$ cat src/rtl/rr_grant_ctrl_pkg.sv
// Shared definitions for the round-robin grant controller.
// Contains the state encoding, the idle select pattern and the rotating-priority pick function.
package rr_grant_ctrl_pkg;

  typedef enum logic {
    ST_IDLE  = 1'b0,
    ST_GRANT = 1'b1
  } state_t;

  localparam logic [3:0] GNT_NONE_N = 4'b1111;

  // The search runs last+1, +2, +3, then last itself.
  // The loop walks that order backwards, so the earliest hit is written last and wins.
  function automatic logic [1:0] rr_pick(input logic [3:0] req, input logic [1:0] last);
    logic [1:0] idx;
    rr_pick = last;
    for (int k = 4; k >= 1; k--) begin
      idx = last + 2'(k);
      if (req[idx]) rr_pick = idx;
    end
  endfunction

endpackage

$ cat src/rtl/rr_grant_ctrl_sel_dec2to4_n.sv
// 2-to-4 active-low select decoder with enable.
// When the decoder is disabled, all four select lines are driven high.
module sel_dec2to4_n
  import rr_grant_ctrl_pkg::*;
(
  input  logic [1:0] idx,
  input  logic       en,
  output logic [3:0] sel_n
);

  always_comb begin
    sel_n = GNT_NONE_N;
    if (en) begin
      case (idx)
        2'd0:    sel_n = 4'b1110;
        2'd1:    sel_n = 4'b1101;
        2'd2:    sel_n = 4'b1011;
        default: sel_n = 4'b0111;
      endcase
    end
  end

endmodule

$ cat src/rtl/rr_grant_ctrl.sv
// Round-robin arbiter for four requesters, with a bounded hold time under contention.
// Every handover passes through one idle cycle, so a new owner never overlaps the previous one.
//
//   state    | meaning
//   ---------+------------------------------------------------------------
//   ST_IDLE  | no owner; any request present at the edge is granted
//   ST_GRANT | gnt_idx owns the resource; hold_cnt counts the cycles it holds
module rr_grant_ctrl
  import rr_grant_ctrl_pkg::*;
#(
  parameter int HOLD_MAX = 8
) (
  input  logic       clk,
  input  logic       rst_n,
  input  logic [3:0] req,
  output logic [3:0] gnt_n,
  output logic [1:0] gnt_idx,
  output logic       gnt_valid
);

  localparam int CW = $clog2(HOLD_MAX + 1);
  localparam logic [CW-1:0] HOLD_LAST = CW'(HOLD_MAX - 1);

  state_t        state;
  logic [1:0]    last_idx;
  logic [CW-1:0] hold_cnt;
  logic [1:0]    winner;
  logic          contended;
  logic          release_own;

  always_comb begin
    winner      = rr_pick(req, last_idx);
    contended   = |(req & ~(4'b0001 << gnt_idx));
    release_own = !req[gnt_idx] || ((hold_cnt == HOLD_LAST) && contended);
  end

  always_ff @(posedge clk or negedge rst_n) begin
    if (!rst_n) begin
      state     <= ST_IDLE;
      gnt_valid <= 1'b0;
      gnt_idx   <= 2'd0;
      last_idx  <= 2'd3;
      hold_cnt  <= '0;
    end else begin
      case (state)
        ST_IDLE: begin
          if (|req) begin
            gnt_idx   <= winner;
            last_idx  <= winner;
            hold_cnt  <= '0;
            gnt_valid <= 1'b1;
            state     <= ST_GRANT;
          end
        end
        default: begin
          if (release_own) begin
            gnt_valid <= 1'b0;
            state     <= ST_IDLE;
          end else if (hold_cnt != HOLD_LAST) begin
            // A sole requester keeps the grant; the counter just sits at its limit.
            hold_cnt <= hold_cnt + 1'b1;
          end
        end
      endcase
    end
  end

  sel_dec2to4_n u_dec (
    .idx   (gnt_idx),
    .en    (gnt_valid),
    .sel_n (gnt_n)
  );

endmodule

$ cat config.mk
export PLATFORM = sky130hd
export DESIGN_NAME = rr_grant_ctrl
export DESIGN_NICKNAME = d
export VERILOG_FILES = /design/src/rtl/rr_grant_ctrl_pkg.sv /design/src/rtl/rr_grant_ctrl_sel_dec2to4_n.sv /design/src/rtl/rr_grant_ctrl.sv
export SDC_FILE = /design/constraint.sdc
export NUM_CORES = 1
export LEC_CHECK = 0
export ABC_AREA = 1
export CAP_MARGIN = 10
export CORE_MARGIN = 8
export CORE_UTILIZATION = 39
export CTS_BUF_LIST = sky130_fd_sc_hd__clkbuf_4 sky130_fd_sc_hd__clkbuf_8 sky130_fd_sc_hd__clkbuf_16
export DETAILED_ROUTE_END_ITERATION = 10
export REMOVE_ABC_BUFFERS = 1
export SYNTH_ARGS = -nofsm -noshare
export SYNTH_HDL_FRONTEND = slang
export SYNTH_HIERARCHICAL = 1
export SYNTH_SLANG_ARGS = --single-unit
$ cat constraint.sdc
create_clock -name clk -period 1.85 [get_ports clk]
set_clock_uncertainty 0.05 [all_clocks]
set_input_delay 0.185 -clock clk [delete_from_list [all_inputs] [get_ports clk]]
set_output_delay 0.185 -clock clk [all_outputs]
set_load 0.01 [all_outputs]
# Yosys cells after proc, flatten, opt, wreduce, memory -nomap -nowiden
# Index checks and enable logic that the tools add are counted.
op_classes:
  add_sub_neg: 4
  n_lt_le_gt_ge: 4
  eq_ne: 7
  shift: 1
  mux: 23
  bitwise_logic: 3
  n_reduce_logical: 10
ops:
  columns: ["operator", "n"]
  rows:
  - ["$mux W4", 5]
  - ["$lt A2 B3 Y1 const B", 4]
  - ["$pmux W4 S3", 1]
  - ["$mux W1", 10]
  - ["$bmux W1 S2", 4]
  - ["$reduce_or A4 Y1", 2]
  - ["$mux W2", 3]
  - ["$add A2 B2 Y2 const B", 2]
  - ["$add A4 B1 Y4 const B", 1]
  - ["$and A4 B4 Y4", 1]
  - ["$eq A4 B3 Y1 const B", 1]
  - ["$ne A2 B1 Y1 const B", 2]
  - ["$ne A4 B3 Y1 const B", 1]
  - ["$not A4 Y4", 1]
  - ["$reduce_and A2 Y1", 2]
  - ["$shl A1 B2 Y4 const A", 1]
  - ["$reduce_and A3 Y1", 1]
  - ["$add A2 B1 Y2 const B", 1]
  - ["$eq A2 B1 Y1 const B", 1]
  - ["$eq A2 B2 Y1 const B", 1]
  - ["$logic_not A2 Y1", 1]
  - ["$ne A2 B2 Y1 const B", 1]
  - ["$reduce_bool A2 Y1", 1]
  - ["$logic_and A1 B1 Y1", 1]
  - ["other kinds (3)", 3]
totals:
  ff_bits: 10
  out_inout_bits: 7
  word_cells: 57

# Longest topological paths before layout
# Gate-level depths: netlist (run 1).
logic_depth:
  word_depth: 8
  ltp_mapped: 11

# Cells and area by module
# The synthesis (run 1) kept the hierarchy.
modules_own_cells:
  columns: ["module", "n_inst", "cells_per_inst", "area_per_inst_um2"]
  rows:
  - ["rr_grant_ctrl", 1, 112, 780.7]
  - ["sel_dec2to4_n", 1, 7, 30.0]

# Worst setup path after synthesis (run 1)
# Ideal clock, no wire load.
synth_timing:
  path_kind: "reg-to-reg"
  start: "register hold_cnt[0]"
  end: "register hold_cnt[0]"
  t_arrival_ns: 1.211
  required_time_ns: 1.681
  slack_ns: 0.470
  path_stages_with_launch: 9
  period_less_slack_ns: 1.380
  cell_sequence: "dfrtp_1 > ha_1 > nand2_1 > clkinv_1 > nand3_2 > o21bai_2 > nand4_2 > nand2_1 > nand2_1"
synth_via:
  elab_chain_cells: 5
  word_cells_on_any_way: 11
synth_rtl:
  columns: ["element", "line_no", "text"]
  rows:
  - ["start: declaration", "rr_grant_ctrl.sv:26", "logic [CW-1:0] hold_cnt;"]
  - ["start signal: assignment", "rr_grant_ctrl.sv:61", "hold_cnt <= hold_cnt + 1'b1;"]
  - ["parallel branches: the longest is 5 deep, another holds $add A4 B1 Y4", null, null]
# Several ways; the timed one is not identified. The select of a mux whose other input is x is not followed.
# A chain may end at the register's enable or synchronous reset.

# Worst setup path in the final report (run 1)
layout_timing:
  start: "register gnt_idx[0]"
  end: "output port gnt_n[2]"
layout_via:
  elab_chain_cells: 3
  word_cells_on_any_way: 5
layout_rtl:
  columns: ["element", "line_no", "text"]
  rows:
  - ["start: declaration", "rr_grant_ctrl.sv:17", "output logic [1:0] gnt_idx,"]
  - ["start signal: assignment", "rr_grant_ctrl.sv:48", "gnt_idx <= winner;"]
  - ["$eq A2 B2 Y1 (tied with other cells)", "rr_grant_ctrl_sel_dec2to4_n.sv:14", "case (idx)"]
  - ["$pmux W4 S3 (*)", "rr_grant_ctrl_sel_dec2to4_n.sv:14", null]
  - ["$mux W4 (*)", "rr_grant_ctrl_sel_dec2to4_n.sv:13", "if (en) begin"]
  - ["end: declaration", "rr_grant_ctrl.sv:16", "output logic [3:0] gnt_n,"]
# Every way passes the cells marked *; elsewhere a longest branch is shown, timed or not.

==> results of run 1 <==
-- per-stage QoR --
stage               area (sq um)  utilization  std cells  hold slack, ns
CTS                          983        0.501        161           0.189
global route                 983        0.501        161           0.213
detailed placement           953        0.486        157           0.460
finish                       983        0.501        161           0.188
global placement             953        0.486        157           0.464
floorplan                    800            -        118          -0.161
-- per-layer routing --
metal  global-route usage  vias to the layer above  share of wire
li1                     -                      407              -
met1                0.121                      356           0.50
met2                0.155                       15           0.43
met3               0.0167                        4          0.061
met4               0.0584                        0          0.014
met5                    0                        -              0
-- how the worst max path moves through the flow --
stage / cells after the start / slack, ns / to / from
5_1_grt: 3 / 0.04 / gnt_n[2] / gnt_idx[0]
3_3_place_gp: 10 / 0.25 / gnt_idx[0] / req[3]
6_report: 3 / 0.1 / gnt_n[2] / gnt_idx[0]
2_1_floorplan: 11 / 0.43 / gnt_idx[0] / last_idx[0]
3_5_place_dp: 10 / 0.24 / gnt_idx[0] / req[3]
4_1_cts: 3 / 0.08 / gnt_n[2] / gnt_idx[0]
-- cells in the mapped netlist --
cell type and n:
nand2_1 42, inv_1 13, nand3_1 11, dfrtp_1 8, nor2_1 7, nand4_1 5
inv_2 4, nand3_2 4, o21ai_0 4, nor2_2 3, dfstp_2 2, nand2_2 2
nor2_4 2, a21oi_1 1, and3_1 1, buf_6 1, clkinv_1 1, ha_1 1
nand4_2 1, nor3_1 1, o21ai_2 1, o21bai_2 1, xnor2_1 1, xor2_1 1
xor2_2 1
-- power groups by stage --
stage / Sequential, uW / Combinational, uW / Clock, uW
after floorplan: 510 / 710 / 0
after global placement: 535 / 987 / 0
after detailed placement: 535 / 1000 / 0
after CTS: 531 / 1010 / 176
after global routing: 552 / 1120 / 185
final: 534 / 995 / 164
-- kinds of logic (layout without fill, tap and decap cells) --
| logic type | Yosys count | after routing | synth area share |
|---|---|---|---|
| buf+inv | 19 | 34 | 0.0972 |
| xor+xnor | 3 | 3 | 0.0417 |
| fa+ha+maj | 1 | 1 | 0.0154 |
| flops | 10 | 10 | 0.312 |
| compound gates | 7 | 7 | 0.0556 |
| simple gates | 79 | 79 | 0.478 |
-- area by class of cell --
type | count | area, sq um
multi-input combinational | 90 | 479
fill | 219 | 978
tap | 27 | 33.8
sequential | 10 | 253
timing repair buffer | 12 | 120
inverter | 18 | 67.6
clock buffer | 4 | 30.0
-- flip-flops by register name (all words and copies together), names as in the netlist --
| signal | cells |
|---|---|
| gnt_idx | 2 |
| state | 1 |
| hold_cnt | 4 |
| gnt_valid | 1 |
| last_idx | 2 |
==> qor.yml, run 1 <==
power:
  ir_drop_mv: 1.01
  p_clk_frac: 0.097
  p_int_uw: 881
  leakagePower_uw: 0.000495
  p_sw_frac: 0.479
  pwr_density_cell_nw_per_um2: 1720
  seqPwrFrac: 0.315
  p_sw_uw: 811
  pwr-share-comb: 0.588
  total_power_uw: 1690
global_routing:
  grt_pass1_wl_microns: 2840
  grt.total_usage: 0.0982
  grt_max_degree: 13
  grt-ovfl-total: 0
  antenna_found_initial: 0
  grt_pass1_vias: 686
critical_path:
  worstPathArrival_ns: 1.52
  max_stage_delay_ns: 0.56
  path_class: "flip-flop to primary output"
  end_kind: "primary output"
  cp-start-kind: "flip-flop"
  rr_endpoint: "gnt_idx[0]"
  crit_slowest_cell: "dfrtp_1"
  cp_num_buf_inv: 2
  crit_family: "buffers and inverters"
  reg2regPathDepth: 11
  worstReg2RegStart: "last_idx[0]"
  crit_fanout: 12
  regToRegSetupSlack_ns: 0.30
  required_ns: 1.62
  worstPathCellList: "inv_1, nand3_1, clkdlybuf4s50_1"
timing:
  hold_violations: 0
  setup_slack_ns: 0.0966
  setup-tns-final_ns: 0
  rsz0062_at_grt: "no"
  fin_crit_ns: 1.75
  slew_headroom: 0.699
  fmax_ghz: 0.570
  worst_pin_slew_ns: 0.450
  maxSlewViolCount: 0
  period_share: 0.948
  finalSetupViolCount: 0
placement:
  gp_congestion: 0.865
  portBuffers: 12
  hpwl_microns: 1430
  post-place-ws_ns: 0.241
route:
  drc: 0
  drt_pass1_iterations: 4
  wl_microns: 1740
  wl_per_cell_microns: 10.8
  viasPerCell: 4.86
  vias: 782
  postRouteAntennaNets: 0
  drt_iter0_drc: 10
cts:
  htreeDepth: 1
  cts_resized: 0
  cts_sinks: 10
  clk_pin_slew_ns: 0.06
  holdBufCountCts: 0
  cts_setup_buffers: 0
  clockRootBuffer: "clkbuf_4"
  cts_buffer_depth: 2
  cts_tree: "done"
  clk_latency_ns: 0.26
  cts_made_buffers: 3
cells_and_area:
  area_delta_synth_final_pct: 21.3
  layout_common_cells: "nand2_1 (42), inv_1 (13), clkdlybuf4s50_1 (12), nand3_1 (11), dfrtp_1 (8)"
  drive_gt1_frac: 0.187
  layout.nets: 142
  layout_commonest_cell: "nand2_1"
  diodes: 0
die:
  core_sq_um: 1960
  dieArea_sq_um: 3790
  io_pins: 13
  rows: 16
  die_y_microns: 61.6
  floorplan.initialDensity: 0.413
  die_w_microns: 61.6
synth:
  syn-instance-count: 119
  synth_top_area_cell: "dfrtp_1"
  synth_top_area_share: 0.247
  syn_area_per_cell_sq_um: 6.81
  yosys_warnings: 6
  synth.yosys.seq_area_share: 0.312
  synth.distinct_cells: 25
  syn_area_sq_um: 811
  ys_top_cells_by_area: "dfrtp_1 (25%), nand2_1 (19%), nand3_1 (6.8%)"
  ys_ff_latch: 10
worst_hold_path:
  min_path_type: "input port to async pin"
flow_run:
  drv_cap: 0
status:
  status: "complete, no violations"
(Power assumes the default switching activity.)
==> run 2, diff against run 1 <==
Clock period 1.85 ns to 1.5 ns, I/O delays scaled along.
==> qor.yml, run 2 (same netlist as run 1, synthesis figures left out) <==
route:
  drt_pass1_iterations: 6  # +2
  postRouteAntennaNets: 0  # unchanged
  drt_iter0_drc: 10  # unchanged
  drc: 0  # unchanged
  wl_per_cell_microns: 10.9  # +0.94%
  wl_microns: 1910  # +9.7%
  vias: 839  # +7.3%
  viasPerCell: 4.79  # -1.3%
cts:
  clk_pin_slew_ns: 0.07  # about the same
  htreeDepth: 1  # unchanged
  holdBufCountCts: 0  # unchanged
  clk_latency_ns: 0.27  # about the same
  cts_tree: "done"
  cts_made_buffers: 3  # unchanged
  clockRootBuffer: "clkbuf_4"
  cts_buffer_depth: 2  # unchanged
  cts_sinks: 10  # unchanged
critical_path:
  worstPathArrival_ns: 1.60  # +0.08 ns
  cp-start-kind: "flip-flop"
  crit_fanout: 8  # -4
  required_ns: 1.61  # about the same
  path_class: "flip-flop to flip-flop"
  end_kind: "flip-flop"
placement:
  hpwl_microns: 1470  # +2.9%
  portBuffers: 12  # unchanged
  gp_congestion: 0.907  # +4.9%
cells_and_area:
  drive_gt1_frac: 0.291  # +0.104
  diodes: 0  # unchanged
  multi_input_area_sq_um: 482  # +0.52%
  largest-register: "hold_cnt"
  seq_area_sq_um: 256  # +1.5%
  nFillCells: 204  # -6.8%
  top_regs: "hold_cnt (4), gnt_idx (2), last_idx (2)"
  area_delta_synth_final_pct: 36.4
  layout_commonest_cell: "nand2_1"
  largest_register_ffs: 4  # unchanged
  layout.nets: 156  # +9.9%
  layout_common_cells: "nand2_1 (41), inv_1 (13), buf_4 (12), nand3_1 (11)"
die:
  die_w_microns: 61.6  # unchanged
  die_y_microns: 61.6  # unchanged
  rows: 16  # unchanged
  io_pins: 13  # unchanged
  dieArea_sq_um: 3790  # unchanged
  core_sq_um: 1960  # unchanged
  floorplan.initialDensity: 0.413  # unchanged
global_routing:
  antenna_found_initial: 0  # unchanged
  grt_max_degree: 11  # -2
  grt_pass1_wl_microns: 3370  # +18%
  grt_pass1_vias: 795  # +16%
  grt-ovfl-total: 0  # unchanged
  grt.total_usage: 0.118  # +0.0196
timing:
  rsz0062_at_grt: "yes"
  fin_hold_ws_ns: 0.145  # -0.0428 ns
  period_share: 0.991
  maxSlewViolCount: 0  # unchanged
  worst_pin_slew_ns: 0.469  # +0.0192 ns
  fin_crit_ns: 1.49
  fmax_ghz: 0.673
  finalSetupViolCount: 0  # unchanged
  slew_headroom: 0.687  # -0.0129
  hold_violations: 0  # unchanged
  setup-tns-final_ns: 0  # unchanged
power:
  total_power_uw: 2370  # +40%
  leakagePower_uw: 0.000570  # +15%
  ir_drop_mv: 1.26  # +25%
  pwr_density_cell_nw_per_um2: 2150  # +25%
status:
  status: "complete, no violations"
flow_run:
  drv_cap: 0  # unchanged
worst_hold_path:
  min_path_type: "input port to async pin"
[run 2: worst paths after layout]
kind                             start          end  slack, ns  cells after the start
setup / recovery           last_idx[0]   gnt_idx[0]       0.01                      8
hold / removal                   rst_n  hold_cnt[2]       0.15                      1
setup reg to reg           last_idx[0]   gnt_idx[0]       0.01                      8
hold reg to reg            hold_cnt[1]  hold_cnt[1]       0.48                      2
max in group asynchronous        rst_n   gnt_idx[0]       0.90                      1
min in group clk           hold_cnt[1]  hold_cnt[1]       0.48                      2
[run 2: cell type report]
class,count,area share
multi-input combinational,90,0.436
sequential,10,0.232
timing repair buffer,26,0.208
inverter,18,0.0611
clock buffer,4,0.0328
tap,27,0.0305
[run 2: worst max-delay path, cell delays in order, from the launching register on]
cell and delay [ns]:
dfstp_2 0.62, buf_6 0.13, nor2_2 0.04, a21oi_1 0.18, nor2_1 0.09, inv_2 0.07
nand3_2 0.07, nand3_2 0.08, nand2_1 0.05
[run 2: routing by layer]
layer	vias to the layer above	global-route usage	part of all wire
li1	439	-	-
met1	374	0.148	0.46
met2	22	0.186	0.45
met3	4	0.0230	0.067
met4	0	0.0584	0.020
met5	-	0	0
[run 2: report_power, final]
group	leakage [uW]	internal, uW	switching [uW]
clock	0.0000210	148	100
combinational	0.000431	724	788
sequential	0.000117	430	183
[run 2: repair_timing]
item,CTS,global route
pin swaps,0,2
buffers inserted,7,1
gates resized for setup,6,5
setup endpoints to repair,8,10
[run 2: stage by stage]
stage,cells,util,instance area [sq um],worst slack [ns]
after global placement,163,0.509,998,-0.0611
after floorplan,118,-,800,0.0818
after global routing,175,0.564,1110,-0.105
final,175,0.564,1110,0.0138
after detailed placement,163,0.509,998,-0.0579
after CTS,174,0.553,1080,0.0153
==> run 3, diff against run 2 <==
Settings changed: CORE_MARGIN 8 to 2, PLACE_DENSITY_LB_ADDON set to 0.1.
==> qor.yml, run 3 (same netlist as run 1, synthesis figures left out) <==
timing:
  rsz0062_at_grt: "yes"
  maxSlewViolCount: 0  # unchanged
  slew_headroom: 0.685  # -0.00145
  finalSetupViolCount: 1  # +1
  fin_crit_ns: 1.50  # +0.0183 ns
  fmax_ghz: 0.665  # -1.2%
  worst_pin_slew_ns: 0.471  # +0.00216 ns
  hold_violations: 0  # unchanged
  period_share: 1.00  # +0.0122
  setup_slack_ns: -0.00446  # -0.0183 ns
die:
  dieArea_sq_um: 2460  # -35%
  rows: 16  # unchanged
  core_sq_um: 1960  # unchanged
  io_pins: 13  # unchanged
  floorplan.initialDensity: 0.413  # unchanged
  die_w_microns: 49.6  # -19%
  die_y_microns: 49.6  # -19%
critical_path:
  worstReg2RegStart: "gnt_idx[1]"
  required_ns: 1.65  # +0.04 ns
  crit_slowest_cell: "dfrtp_2"
  crit_cells: 10  # +2
  path_class: "flip-flop to flip-flop"
  end_kind: "flip-flop"
  max_stage_delay_ns: 0.44  # -0.18 ns
  crit_start: "gnt_idx[1]"
  worstPathArrival_ns: 1.65  # +0.05 ns
  crit_fanout: 5  # -3
  crit_family: "simple AND/OR/NAND/NOR gates"
  worstPathCellList: "buf_6, inv_4, nand2_2, nand2_2, nand2_4, nor2_2, nor2_2, nor2_4, nand4_1, nand2_1"
  reg2regPathDepth: 10  # +2
  cp_num_buf_inv: 2  # unchanged
  cp-start-kind: "flip-flop"
power:
  pwr-share-comb: 0.679  # +0.042
  leakagePower_uw: 0.000612  # +7.4%
  p_int_uw: 1410  # +8.7%
  p_clk_frac: 0.094  # -0.010
  ir_drop_mv: 1.19  # -5.5%
  seqPwrFrac: 0.227  # -0.031
  pwr_density_cell_nw_per_um2: 2170  # +0.95%
  p_sw_frac: 0.457  # +0.00542
  p_sw_uw: 1190  # +11%
placement:
  gp_congestion: 0.887  # -2.2%
  portBuffers: 12  # unchanged
  placed_area_sq_um: 1010  # +0.75%
  hpwl_microns: 1370  # -7.0%
route:
  postRouteAntennaNets: 0  # unchanged
  wl_per_cell_microns: 11.1  # +1.9%
  drc: 0  # unchanged
  wl_microns: 1940  # +1.9%
  viasPerCell: 4.72  # -1.5%
  drt_iter0_drc: 13  # +3
  vias: 826  # -1.5%
  drt_pass1_iterations: 4  # -2
cells_and_area:
  area_delta_synth_final_pct: 48.3
  top_regs: "hold_cnt (4), gnt_idx (2), last_idx (2)"
  largest-register: "hold_cnt"
  layout_common_cells: "nand2_1 (32), inv_1 (12), nand3_1 (11), nand2_2 (10)"
  largest_register_ffs: 4  # unchanged
  layout.nets: 156  # unchanged
  final_util: 0.613  # +0.0491
  fin_area_sq_um: 1200  # +8.7%
  drive_gt1_frac: 0.378  # +0.0878
  layout_commonest_cell: "nand2_1"
  diodes: 0  # unchanged
cts:
  cts_tree: "done"
  cts_sinks: 10  # unchanged
  clockRootBuffer: "clkbuf_4"
  cts_buffer_depth: 2  # unchanged
  htreeDepth: 1  # unchanged
  cts_made_buffers: 3  # unchanged
  clk_pin_slew_ns: 0.07  # about the same
  clk_latency_ns: 0.26  # about the same
global_routing:
  grt_pass1_wl_microns: 3210  # -4.7%
  grt-ovfl-total: 0  # unchanged
  grt_pass1_vias: 737  # -7.3%
  grt_max_degree: 11  # unchanged
  antenna_found_initial: 0  # unchanged
  grt.total_usage: 0.166  # +0.0484
status:
  status: "finished, violations left"
  violations: "negative setup slack"
worst_hold_path:
  min_path_type: "input port to async pin"
flow_run:
  drv_cap: 0  # unchanged
-- run 3: changes by cell type in the layout (fill, tap and decap cells not counted), sizes merged --
cell / previous run / this run
clkinv: 1 / 0
dlymetal6s2s: 1 / 2
clkdlybuf4s50: 7 / 6
inv: 17 / 18
-- run 3: stage by stage --
step	setup WS, ns	instances	total power, uW	TNS (ns)	hold WS, ns
global placement	-0.0432	164	1990	-0.0445	0.452
detailed placement	-0.0641	164	2000	-0.209	0.451
finish	-0.00446	175	2600	-0.00446	0.155
floorplan	0.0818	118	1510	0	-0.196
CTS	0.0171	172	2310	0	0.165
global route	-0.0783	175	2840	-0.225	0.195
-- run 3: worst paths after layout --
kind | endpoint | slack [ns]
hold / removal | state | 0.15
max in group asynchronous | gnt_idx[1] | 0.90
hold reg to reg | hold_cnt[1] | 0.50
setup reg to reg | hold_cnt[3] | -0.004
setup / recovery | hold_cnt[3] | -0.004
min in group clk | hold_cnt[1] | 0.50
-- run 3: power groups by stage --
stage / Clock, uW / Sequential, uW / Combinational (uW)
after floorplan: 0 / 629 / 876
after global placement: 0 / 626 / 1370
after detailed placement: 0 / 629 / 1370
after CTS: 252 / 597 / 1460
after global routing: 266 / 609 / 1960
final: 245 / 591 / 1770
-- run 3: layer usage --
metal  share of wire  global-route usage  vias up  wire, microns
met1            0.44               0.213      368            855
met2            0.50               0.282       18            978
met3           0.045              0.0455        2             87
li1                -                   -      438              -
met5               0                   0        -              0
met4           0.012              0.0278        0             23
-- run 3: what timing repair did --
action | in CTS | in global routing
setup buffers | 4 | 3
resized for setup | 7 | 29
hold buffers | 0 | 0
pin swaps | 0 | 17
endpoints found under the setup margin | 6 | 8
-- run 3: layout make-up --
cell class                 count  area [sq um]
timing repair buffer          26           260
inverter                      18          70.1
fill                         179           759
sequential                    10           256
tap                           27          33.8
multi-input combinational     90           546
clock buffer                   4          36.3
